File: src/rtl/arm_pkg.sv
// arm_pkg: shared angle type, default limits, clamp helper and controller state enum
package arm_pkg;
  typedef logic [31:0] angle_t;
  localparam angle_t ANG_MIN_DEF = 32'h0000_0000;
  localparam angle_t ANG_MAX_DEF = 32'h00B4_0000;
  localparam angle_t HOME_DEF = 32'h005A_0000;
  typedef enum logic {IDLE, MOVE} state_e;
  // Returns {out_of_range, clamped value}
  function automatic logic [32:0] clamp(angle_t v, angle_t lo, angle_t hi);
    return v < lo ? {1'b1, lo} : v > hi ? {1'b1, hi} : {1'b0, v};
  endfunction
endpackage

File: src/rtl/arm_joint_ctrl_if.sv
// arm_joint_ctrl_if: target sources in, commanded angles and status out
interface arm_joint_ctrl_if #(parameter int N_JOINTS = 2, parameter int W = 32);
  logic en_inv, inv_valid, en_set, moving, clamped;
  logic [N_JOINTS*W-1:0] inv_angles, set_angles, angles, target;
  modport master(output en_inv, inv_valid, inv_angles, en_set, set_angles,
                 input angles, target, moving, clamped);
  modport slave(input en_inv, inv_valid, inv_angles, en_set, set_angles,
                output angles, target, moving, clamped);
endinterface

File: src/rtl/joint_slew.sv
// joint_slew: one joint's commanded angle, stepping toward target by at most STEP per tick
module joint_slew #(
  parameter int W = 32,
  parameter logic [W-1:0] HOME = 32'h005A_0000,
  parameter logic [W-1:0] STEP = 32'h0000_8000
) (
  input  logic         clk,
  input  logic         rst,
  input  logic         tick_i,
  input  logic [W-1:0] target_i,
  output logic [W-1:0] angle_o,
  output logic         at_target_o
);
  logic [W-1:0] angle_q, angle_d;
  logic [W:0] diff;
  logic up;
  // Distance is taken in W+1 bits so a full-scale gap never wraps
  always_comb begin
    up = target_i > angle_q;
    diff = up ? {1'b0, target_i} - {1'b0, angle_q} : {1'b0, angle_q} - {1'b0, target_i};
    angle_d = !tick_i ? angle_q : diff <= {1'b0, STEP} ? target_i : up ? angle_q + STEP : angle_q - STEP;
  end
  // Commanded angle register
  always_ff @(posedge clk or posedge rst)
    if (rst) angle_q <= HOME;
    else angle_q <= angle_d;
  assign angle_o = angle_q;
  assign at_target_o = angle_q == target_i;
endmodule

File: src/rtl/arm_joint_ctrl.sv
// arm_joint_ctrl: N-joint target select, clamp and slew; ARM_SLEW_EN enables rate-limited slewing
module arm_joint_ctrl import arm_pkg::*; #(
  parameter int N_JOINTS = 2,
  parameter int W = 32,
  parameter angle_t ANG_MIN = ANG_MIN_DEF,
  parameter angle_t ANG_MAX = ANG_MAX_DEF,
  parameter angle_t HOME = HOME_DEF,
  parameter angle_t STEP = 32'h0000_8000,
  parameter int TICK_DIV = 50000
) (
  input logic clk,
  input logic rst,
  arm_joint_ctrl_if.slave bus
);
  logic valid_q, clamped_q, load, load_inv, tick;
  logic [N_JOINTS*W-1:0] target_q, target_d, angles;
  logic [N_JOINTS-1:0] at_tgt, clip;
  state_e state_q, state_d;
  assign load_inv = bus.en_inv && bus.inv_valid && !valid_q;
  assign load = bus.en_set || load_inv;
`ifdef ARM_SLEW_EN
  localparam int CW = TICK_DIV > 1 ? $clog2(TICK_DIV) : 1;
  localparam angle_t STEP_EFF = STEP;
  logic [CW-1:0] cnt_q;
  assign tick = cnt_q == CW'(TICK_DIV - 1);
  // Free-running tick divider, never restarted by a new target
  always_ff @(posedge clk or posedge rst)
    if (rst) cnt_q <= '0;
    else cnt_q <= tick ? '0 : cnt_q + 1'b1;
`else
  localparam angle_t STEP_EFF = '1;
  assign tick = 1'b1;
`endif
  for (genvar j = 0; j < N_JOINTS; j++) begin : g_j
    logic [W:0] c;
    assign c = clamp(bus.en_set ? bus.set_angles[j*W +: W] : bus.inv_angles[j*W +: W], ANG_MIN, ANG_MAX);
    assign clip[j] = c[W];
    assign target_d[j*W +: W] = load ? c[W-1:0] : target_q[j*W +: W];
    joint_slew #(.W(W), .HOME(HOME), .STEP(STEP_EFF)) u_slew (
      .clk(clk), .rst(rst), .tick_i(tick), .target_i(target_q[j*W +: W]),
      .angle_o(angles[j*W +: W]), .at_target_o(at_tgt[j])
    );
  end
  // Targets, valid edge history and sticky clamp flag
  always_ff @(posedge clk or posedge rst)
    if (rst) begin
      target_q <= {N_JOINTS{HOME}};
      valid_q <= 1'b0;
      clamped_q <= 1'b0;
    end else begin
      target_q <= target_d;
      valid_q <= bus.inv_valid;
      clamped_q <= clamped_q | (load & |clip);
    end
  // Controller state register
  always_ff @(posedge clk or posedge rst)
    if (rst) state_q <= IDLE;
    else state_q <= state_d;
  // Move while any joint is off target, settle once all match
  always_comb begin
    state_d = state_q;
    state_d = &at_tgt ? IDLE : MOVE;
  end
  assign bus.angles = angles;
  assign bus.target = target_q;
  assign bus.moving = state_q == MOVE;
  assign bus.clamped = clamped_q;
endmodule

File: src/flat_wrapper.sv
// flat-port wrapper written by rule: the top's interface ports become plain ports
module arm_joint_ctrl_flat import arm_pkg::*;
#(
  parameter int N_JOINTS = 2,
  parameter int W = 32,
  parameter angle_t ANG_MIN = ANG_MIN_DEF,
  parameter angle_t ANG_MAX = ANG_MAX_DEF,
  parameter angle_t HOME = HOME_DEF,
  parameter angle_t STEP = 32'h0000_8000,
  parameter int TICK_DIV = 50000
)
  (clk, rst, bus_en_inv, bus_inv_valid, bus_inv_angles, bus_en_set, bus_set_angles, bus_angles, bus_target, bus_moving, bus_clamped);
  arm_joint_ctrl_if #(.N_JOINTS(N_JOINTS), .W(W)) bus_i ();
  input logic clk;
  input logic rst;
  input wire logic [$bits(bus_i.en_inv)-1:0] bus_en_inv;
  input wire logic [$bits(bus_i.inv_valid)-1:0] bus_inv_valid;
  input wire logic [$bits(bus_i.inv_angles)-1:0] bus_inv_angles;
  input wire logic [$bits(bus_i.en_set)-1:0] bus_en_set;
  input wire logic [$bits(bus_i.set_angles)-1:0] bus_set_angles;
  output wire logic [$bits(bus_i.angles)-1:0] bus_angles;
  output wire logic [$bits(bus_i.target)-1:0] bus_target;
  output wire logic [$bits(bus_i.moving)-1:0] bus_moving;
  output wire logic [$bits(bus_i.clamped)-1:0] bus_clamped;
  assign bus_i.en_inv = bus_en_inv;
  assign bus_i.inv_valid = bus_inv_valid;
  assign bus_i.inv_angles = bus_inv_angles;
  assign bus_i.en_set = bus_en_set;
  assign bus_i.set_angles = bus_set_angles;
  assign bus_angles = bus_i.angles;
  assign bus_target = bus_i.target;
  assign bus_moving = bus_i.moving;
  assign bus_clamped = bus_i.clamped;
  arm_joint_ctrl #(.N_JOINTS(N_JOINTS), .W(W), .ANG_MIN(ANG_MIN), .ANG_MAX(ANG_MAX), .HOME(HOME), .STEP(STEP), .TICK_DIV(TICK_DIV)) u_core (.clk(clk), .rst(rst), .bus(bus_i));
endmodule
File: config.mk
export PLATFORM = sky130hd
export DESIGN_NAME = arm_joint_ctrl_flat
export DESIGN_NICKNAME = d
export VERILOG_FILES = /design/src/rtl/arm_pkg.sv /design/src/rtl/arm_joint_ctrl_if.sv /design/src/rtl/joint_slew.sv /design/src/rtl/arm_joint_ctrl.sv /design/src/flat_wrapper.sv
export SDC_FILE = /design/constraint.sdc
export NUM_CORES = 1
export LEC_CHECK = 0
export ABC_AREA = 1
export CAP_MARGIN = 40
export CORE_AREA = 8 8 192 194
export CTS_BUF_LIST = sky130_fd_sc_hd__clkbuf_8
export DETAILED_ROUTE_END_ITERATION = 16
export DIE_AREA = 0 0 200 202
export PLACE_DENSITY_LB_ADDON = 0.3
export SYNTH_ARGS = -nofsm -noshare
export SYNTH_HDL_FRONTEND = slang
export SYNTH_SLANG_ARGS = --single-unit
export TNS_END_PERCENT = 10
File: constraint.sdc
create_clock -name clk -period 5.2 [get_ports clk]
set_input_delay 1.04 -clock clk [delete_from_list [all_inputs] [get_ports clk]]
set_output_delay 1.04 -clock clk [all_outputs]
set_load 0.01 [all_outputs]
==> results by group, run 1 <==
Cells and area
  – Area Overhead vs Synth: 26.4%
  – Commonest non-fill, non-tap cell in the layout: nand2_1
  – Fillers: 3433
  – Inserted Diodes: 0
  – Nets: 2542
  – Share of cells above drive strength 1: 4.08%
  – Final Core Density: 49.6%
  – Most frequent cells in the layout: nand2_1, clkdlybuf4s50_1, inv_1

Critical path
  – R2R setup slack: 0.69 ns
  – Arrival @ worst endpoint: 4.89 ns
  – CP bufs+invs: 4
  – Largest stage delay on the critical path: 0.49 ns
  – Reg-to-reg startpoint: u_core.bus.target[23]$_DFFE_PP0P_
  – CP endpoint kind: register
  – Critical Path Source Type: register
  – Setup CP Type: reg2reg
  – Crit-path slowest cell: dfrtp_1
  – Reg2Reg Depth: 20
  – R2r endpoint: u_core.g_j[0].u_slew.angle_o[25]$_DFF_PP0_
  – Crit path from: u_core.bus.target[23]$_DFFE_PP0P_
  – CP Cell Sequence: inv_1 > ha_1 > nand2_1 > nor4_4 > nand3b_1 > nand2_1 > inv_1 > buf_4 > ha_1 > nand2_1 > nor2_1 > nand2_1 > nand2_1 > inv_1 > o21ai_0 > nand3_1 > nand3_1 > nand2_1 > nand3_1 > o21ai_0
  – CP Depth: 20
  – Top delay family on crit path: simple AND/OR/NAND/NOR gates
  – CP dominant cell by count: nand2_1
  – Crit-path max FO: 17
  – Crit path capture: u_core.g_j[0].u_slew.angle_o[25]$_DFF_PP0_
  – Worst Path Required: 5.57 ns

Synth
  – Gate Count Post-Synth: 1954
  – Post-synth EDFFs: 0
  – Most common flop cell mapped by yosys: dfrtp_1
  – Ys Warns: 0
  – Syn Nets: 2281
  – Top-area cell type share of the netlist area: 21.6%
  – Post-Syn Area: 0.0133 mm2
  – Synth Register Bits: 131
  – Cell taking the most area after synthesis: dfrtp_1
  – Largest cells by area after synthesis: dfrtp_1, ha_1, nand2_1, inv_1, a21oi_1
  – Synth Area per Inst: 6.82 um2
  – Post-synthesis sequential area ratio: 24.8%
  – Synth cell types: 45
  – Post-synth ARST share: 100%

Placed design
  – Gp weighted congestion: 0.958
  – Port Buffers: 262
  – Final HPWL from detailed placement: 40.5 mm

CTS
  – Clock latency on the worst-skew pair: 0.48 ns
  – Root Buffer: clkbuf_8
  – Cts hold-fix bufs: 0
  – CTS tree: yes
  – Bufs on Longest Clock Path: 2
  – Clock transition at path regs: 0.09 ns
  – Post-CTS setup repair buffer count: 0
  – CTS buffer count: 17
  – Gates resized, CTS repair: 0
  – Clock Sinks: 131
  – H-tree depth: 4

Routing
  – Mean number of vias per cell: 5.23
  – DR pass1 iterations: 8
  – Routed len/inst: 18.4 um
  – Routed length on met3: 2.88 mm
  – WL met2: 22.7 mm
  – Max layer used: met4
  – Starting DRC count in detailed routing: 956
  – Post-route ant nets: 0
  – Post-route DRC: 0
  – M1 WL: 22.3 mm
  – Total wire length: 49.3 mm
  – DR vias: 14000

Power and ir drop
  – Power Density: 453 mW/mm2
  – Leak pwr: 8.41 nW
  – Peak VDD IR: 0.000303 V

Timing
  – Relative slew slack: 46.2%
  – RSZ-0062 raised after global routing: false
  – Worst-case clock skew: 0.0157 ns
  – Fin crit period: 4.51 ns
  – Slew Limit Fails: 0
  – Worst Tran Pin Value: 0.807 ns
  – Setup TNS: 0 ns
  – Fmax: 222 MHz
  – Hold Vio Cnt, Final: 0
  – Final worst-path cycle share: 86.8%
  – Final setup fails: 0

Worst hold path
  – Hold WC Path Type: reg2reg
  – Hold_sp: u_core.bus.target[51]$_DFFE_PP1P_

Floorplanning
  – Placeable Area: 0.0339 mm2
  – Die Width: 200 um
  – Initial Utilization: 39.2%
  – Row count: 68
  – Die area: 0.0404 mm2
  – Die H: 202 um
  – I/O pin count: 263

GRT
  – Antenna violations before repair: 0
  – First-pass GRT wire length: 77.6 mm
  – Grt ovf: 0
  – Largest net degree at the start of global routing: 74
  – Vias in the first global route: 14100
  – Global Route Usage Sum: 24.4%

Flow run
  – Max Cap Viol: 0

Outcome
  – Status: finished clean
cell families after synthesis:
family	after synthesis	share of synthesized area [%]
muxes	15	1.13
and+or+nand+nor	905	28.5
buffers and inverters	299	9.48
xor gates and xnor gates	35	2.30
adders and majority gates	194	18.6
DFF	131	24.8
AOI/OAI and AO/OA	375	15.2
stage by stage:
step	total power [mW]	setup slack (ns)	hold WS, ns	area [um2]	std cells
floorplan	4.96	0.689	0.488	13300	1954
global placement	6.48	0.829	0.449	16400	2650
detailed placement	6.58	0.799	0.464	16400	2651
CTS	7.61	0.773	0.502	16800	2683
global route	8.30	0.241	0.511	16800	2683
finish	7.62	0.686	0.495	16800	2683
sequential cells by signal, summed over array words and instances, names as in the netlist:
register / count
u_core.bus.clamped: 1
u_core.bus.moving: 1
u_core.bus.target: 64
u_core.g_j.u_slew.angle_o: 64
u_core.valid_q: 1
layer usage:
metal  vias to the layer above  GRT usage (%)
li1                       6925              -
met1                      6579           31.9
met2                       437           39.9
met3                        79           4.46
met4                         0           8.33
met5                         -              0
worst min-delay path, stage by stage (launching register included):
cell and delay, ns:
dfstp_2 0.39, nand2_1 0.06, nand2_1 0.05
final cells by class:
| type | instances | area, um2 | area share [%] |
|---|---|---|---|
| multi-input combinational | 1524 | 8780 | 52.1 |
| sequential | 131 | 3300 | 19.6 |
| timing repair buffer | 281 | 2770 | 16.5 |
| inverter | 260 | 981 | 5.83 |
| tap | 455 | 569 | 3.38 |
| clock buffer | 21 | 289 | 1.72 |
| clock inverter | 11 | 150 | 0.892 |
synth_stat cells (all sizes together) (10+ instances only):
library cell  count
xor2             33
nor3             17
nor2            155
nand3           120
nor4             15
buf              33
a21o             15
o21a             14
o21ai           152
o21bai           10
nand2           549
mux2i            15
ha              188
dfrtp           115
nand4            29
a21oi           160
inv             260
dfstp            16
how the worst min path moves through the flow:
stage,slack (ns),cells past startpoint,to
after CTS,0.50,2,u_core.bus.target[51]$_DFFE_PP1P_
after global placement,0.45,2,u_core.bus.clamped$_DFF_PP0_
after floorplan,0.49,2,u_core.bus.target[17]$_DFFE_PP1P_
final,0.50,2,u_core.bus.target[51]$_DFFE_PP1P_
after detailed placement,0.46,2,u_core.bus.clamped$_DFF_PP0_
after global routing,0.51,2,u_core.bus.clamped$_DFF_PP0_
power by group:
| part | total [mW] | leakage [nW] | switching (mW) | internal, mW |
|---|---|---|---|---|
| combinational | 5.12 | 6.51 | 3.25 | 1.87 |
| sequential | 1.50 | 1.69 | 0.281 | 1.22 |
| clock | 0.992 | 0.218 | 0.465 | 0.527 |
Note: power is estimated with default switching activity, not from simulation.
==> inputs of run 2 (changes only) <==
--- a/config.mk
+++ b/config.mk
@@ -5,12 +5,11 @@
 export SDC_FILE = /design/constraint.sdc
 export NUM_CORES = 1
 export LEC_CHECK = 0
-export ABC_AREA = 1
-export CAP_MARGIN = 40
-export CORE_AREA = 8 8 192 194
+export ABC_AREA = 0
+export CORE_AREA = 8 8 184 186
 export CTS_BUF_LIST = sky130_fd_sc_hd__clkbuf_8
 export DETAILED_ROUTE_END_ITERATION = 16
-export DIE_AREA = 0 0 200 202
+export DIE_AREA = 0 0 192 194
 export PLACE_DENSITY_LB_ADDON = 0.3
 export SYNTH_ARGS = -nofsm -noshare
 export SYNTH_HDL_FRONTEND = slang
==> results by group, run 2 <==
Synth
  – Gate Count Post-Synth: 1359
  – Largest cells by area after synthesis: dfrtp_1, ha_1, mux2i_1, inv_1, a21oi_1
  – Xor/xnor share of the synthesized area: 3.88%
  – Complex-gate fraction of the synthesized area: 20.6%
  – Mux contribution to synthesized area: 9.17%
  – Post-synth top cells: ha_1, inv_1, dfrtp_1, a21oi_1, nand2_1
  – Post-synth EDFFs: 0
  – Main combinational cell family by area after synthesis: compound AO/OA/AOI/OAI gates
  – Synth Area in Simple Gates: 12.8%
  – Top-area cell type share of the netlist area: 23.6%
  – Post-Syn Area: 0.0122 mm2
  – Post-synth ARST share: 100%
  – Ys Warns: 0
  – Post-synthesis sequential area ratio: 27.1%
  – Cell taking the most area after synthesis: dfrtp_1
  – Synth cell types: 76
  – Synth Register Bits: 131
  – Most numerous cell in the Yosys netlist: ha_1
  – Synth Area per Inst: 8.96 um2
  – Syn Nets: 1686
  – Most common flop cell mapped by yosys: dfrtp_1
  – Post-Synth Adder-Cell Area: 20.3%

Timing
  – Final setup fails: 0
  – Relative slew slack: 34.0%
  – Fin worst setup slack: 0.148 ns
  – Fin crit period: 5.05 ns
  – Hold Vio Cnt, Final: 0
  – Worst Tran Pin Value: 0.990 ns
  – Fmax: 198 MHz
  – Setup TNS: 0 ns
  – Final worst-path cycle share: 97.2%
  – RSZ-0062 raised after global routing: true
  – Slew Limit Fails: 0
  – Hold WS: 0.482 ns
  – Worst-case clock skew: 0.0195 ns

Cells and area
  – Finished Cell Area: 0.0158 mm2
  – Commonest non-fill, non-tap cell in the layout: clkdlybuf4s50_1
  – Share of cells above drive strength 1: 7.40%
  – Non-Filler Instances: 2051
  – Nets: 1963
  – Most frequent cells in the layout: clkdlybuf4s50_1, ha_1, inv_1
  – Inserted Diodes: 0
  – Fillers: 2875
  – Final Core Density: 50.9%
  – Area Overhead vs Synth: 29.8%

CTS
  – Clock latency on the worst-skew pair: 0.47 ns
  – Clock transition at path regs: 0.10 ns
  – Root Buffer: clkbuf_8
  – Clock Sinks: 131
  – H-tree depth: 4
  – CTS tree: yes
  – Cts hold-fix bufs: 0
  – CTS buffer count: 17
  – Bufs on Longest Clock Path: 2

GRT
  – First-pass GRT wire length: 63.8 mm
  – Largest net degree at the start of global routing: 67
  – Grt ovf: 0
  – Global Route Usage Sum: 21.5%
  – Vias in the first global route: 11600
  – Antenna violations before repair: 0

Power and ir drop
  – Power Density: 405 mW/mm2
  – P_sw: 2.94 mW
  – Peak VDD IR: 0.000345 V
  – Power, Total: 6.39 mW
  – Sequential group share of total power: 20.5%
  – Combinational power share: 65.5%
  – Clock power share: 14.0%
  – Internal Power: 3.46 mW
  – Sw Ratio: 45.9%
  – Leak pwr: 7.28 nW

Critical path
  – CP Cell Sequence: inv_1 > ha_1 > nand4_1 > nor4_4 > nand4_1 > buf_4 > nor4_4 > nor2_4 > fa_1 > a21o_1 > a221oi_2 > a21oi_2 > a41oi_2 > o21ba_2 > a311oi_1 > o41ai_1 > xnor2_1 > mux2_4
  – Setup CP Type: reg2reg
  – Critical Path Source Type: register
  – CP bufs+invs: 2
  – Reg2Reg Depth: 18
  – Crit-path max FO: 12
  – R2R setup slack: 0.15 ns
  – Crit-path slowest cell: dfstp_2
  – Top delay family on crit path: compound AO/OA/AOI/OAI gates
  – Worst Path Required: 5.57 ns
  – Arrival @ worst endpoint: 5.42 ns
  – Largest stage delay on the critical path: 0.55 ns
  – CP Depth: 18
  – CP endpoint kind: register

Floorplanning
  – I/O pin count: 263
  – Die area: 0.0372 mm2
  – Placeable Area: 0.0311 mm2
  – Die Width: 192 um
  – Die H: 194 um
  – Row count: 65
  – Initial Utilization: 39.2%

Routing
  – Post-route ant nets: 0
  – Routed len/inst: 19.7 um
  – Starting DRC count in detailed routing: 673
  – Total wire length: 40.5 mm
  – Mean number of vias per cell: 5.47
  – DR pass1 iterations: 5
  – Post-route DRC: 0
  – DR vias: 11200

Placed design
  – Place WS: 0.0885 ns
  – DP Cell Count: 2018
  – Gp weighted congestion: 0.972
  – Port Buffers: 262
  – Final HPWL from detailed placement: 32.7 mm
  – DP Area: 0.0154 mm2

Flow run
  – Max Cap Viol: 0

Worst hold path
  – Hold Path Depth: 1
  – Hold WC Path Type: reg2reg

Outcome
  – Status: finished clean
-- run 2: path summary, 6_finish.rpt --
path                                                   startpoint                                    endpoint
worst min-delay path                 u_core.bus.clamped$_DFF_PP0_                u_core.bus.clamped$_DFF_PP0_
worst max-delay path            u_core.bus.target[22]$_DFFE_PP1P_  u_core.g_j[0].u_slew.angle_o[28]$_DFF_PP0_
max in group asynchronous                                     rst  u_core.g_j[1].u_slew.angle_o[17]$_DFF_PP1_
worst max register to register  u_core.bus.target[22]$_DFFE_PP1P_  u_core.g_j[0].u_slew.angle_o[28]$_DFF_PP0_
worst min register to register       u_core.bus.clamped$_DFF_PP0_                u_core.bus.clamped$_DFF_PP0_
min in group asynchronous                                     rst           u_core.bus.target[25]$_DFFE_PP0P_
-- run 2: cell type report --
class	instances	area, um2	share of cell area (%)
Multi-Input combinational cell	1045	8170	51.7
Clock inverter	14	133	0.839
Clock buffer	18	248	1.57
Inverter	150	566	3.58
Tap cell	402	503	3.18
Timing Repair Buffer	291	2890	18.3
Sequential cell	131	3300	20.9
-- run 2: cell families after synthesis --
kind of cell / count (synthesis)
compound gates: 385
xor+xnor: 54
fa+ha+maj: 194
buf+inv: 183
flops: 131
mux: 107
simple gates: 305
-- run 2: routing by layer --
layer,wire (um),GRT usage [%],up-vias
met5,0,0,-
met4,726,6.08,0
met3,2190,4.01,42
met2,20000,37.0,267
met1,17600,26.8,5426
li1,-,-,5475
-- run 2: what timing repair did --
item,CTS,global route
buffers inserted,0,1
gates resized for setup,0,3
endpoints found under the setup margin,0,12
-- run 2: power by group through the flow --
stage	sequential (mW)	clock (mW)	combinational, mW
global route	1.33	0.957	4.58
detailed placement	1.33	0	4.16
floorplan	1.34	0	2.99
CTS	1.32	0.919	4.18
finish	1.31	0.894	4.19
global placement	1.33	0	4.10
-- run 2: worst register-to-register path, stage by stage, from the launching register on --
cell,delay [ns]
dfstp_2,0.55
inv_1,0.07
ha_1,0.31
nand4_1,0.25
nor4_4,0.49
nand4_1,0.13
buf_4,0.18
nor4_4,0.24
nor2_4,0.15
fa_1,0.43
a21o_1,0.23
a221oi_2,0.33
a21oi_2,0.15
a41oi_2,0.29
o21ba_2,0.26
a311oi_1,0.18
o41ai_1,0.34
xnor2_1,0.13
mux2_4,0.26
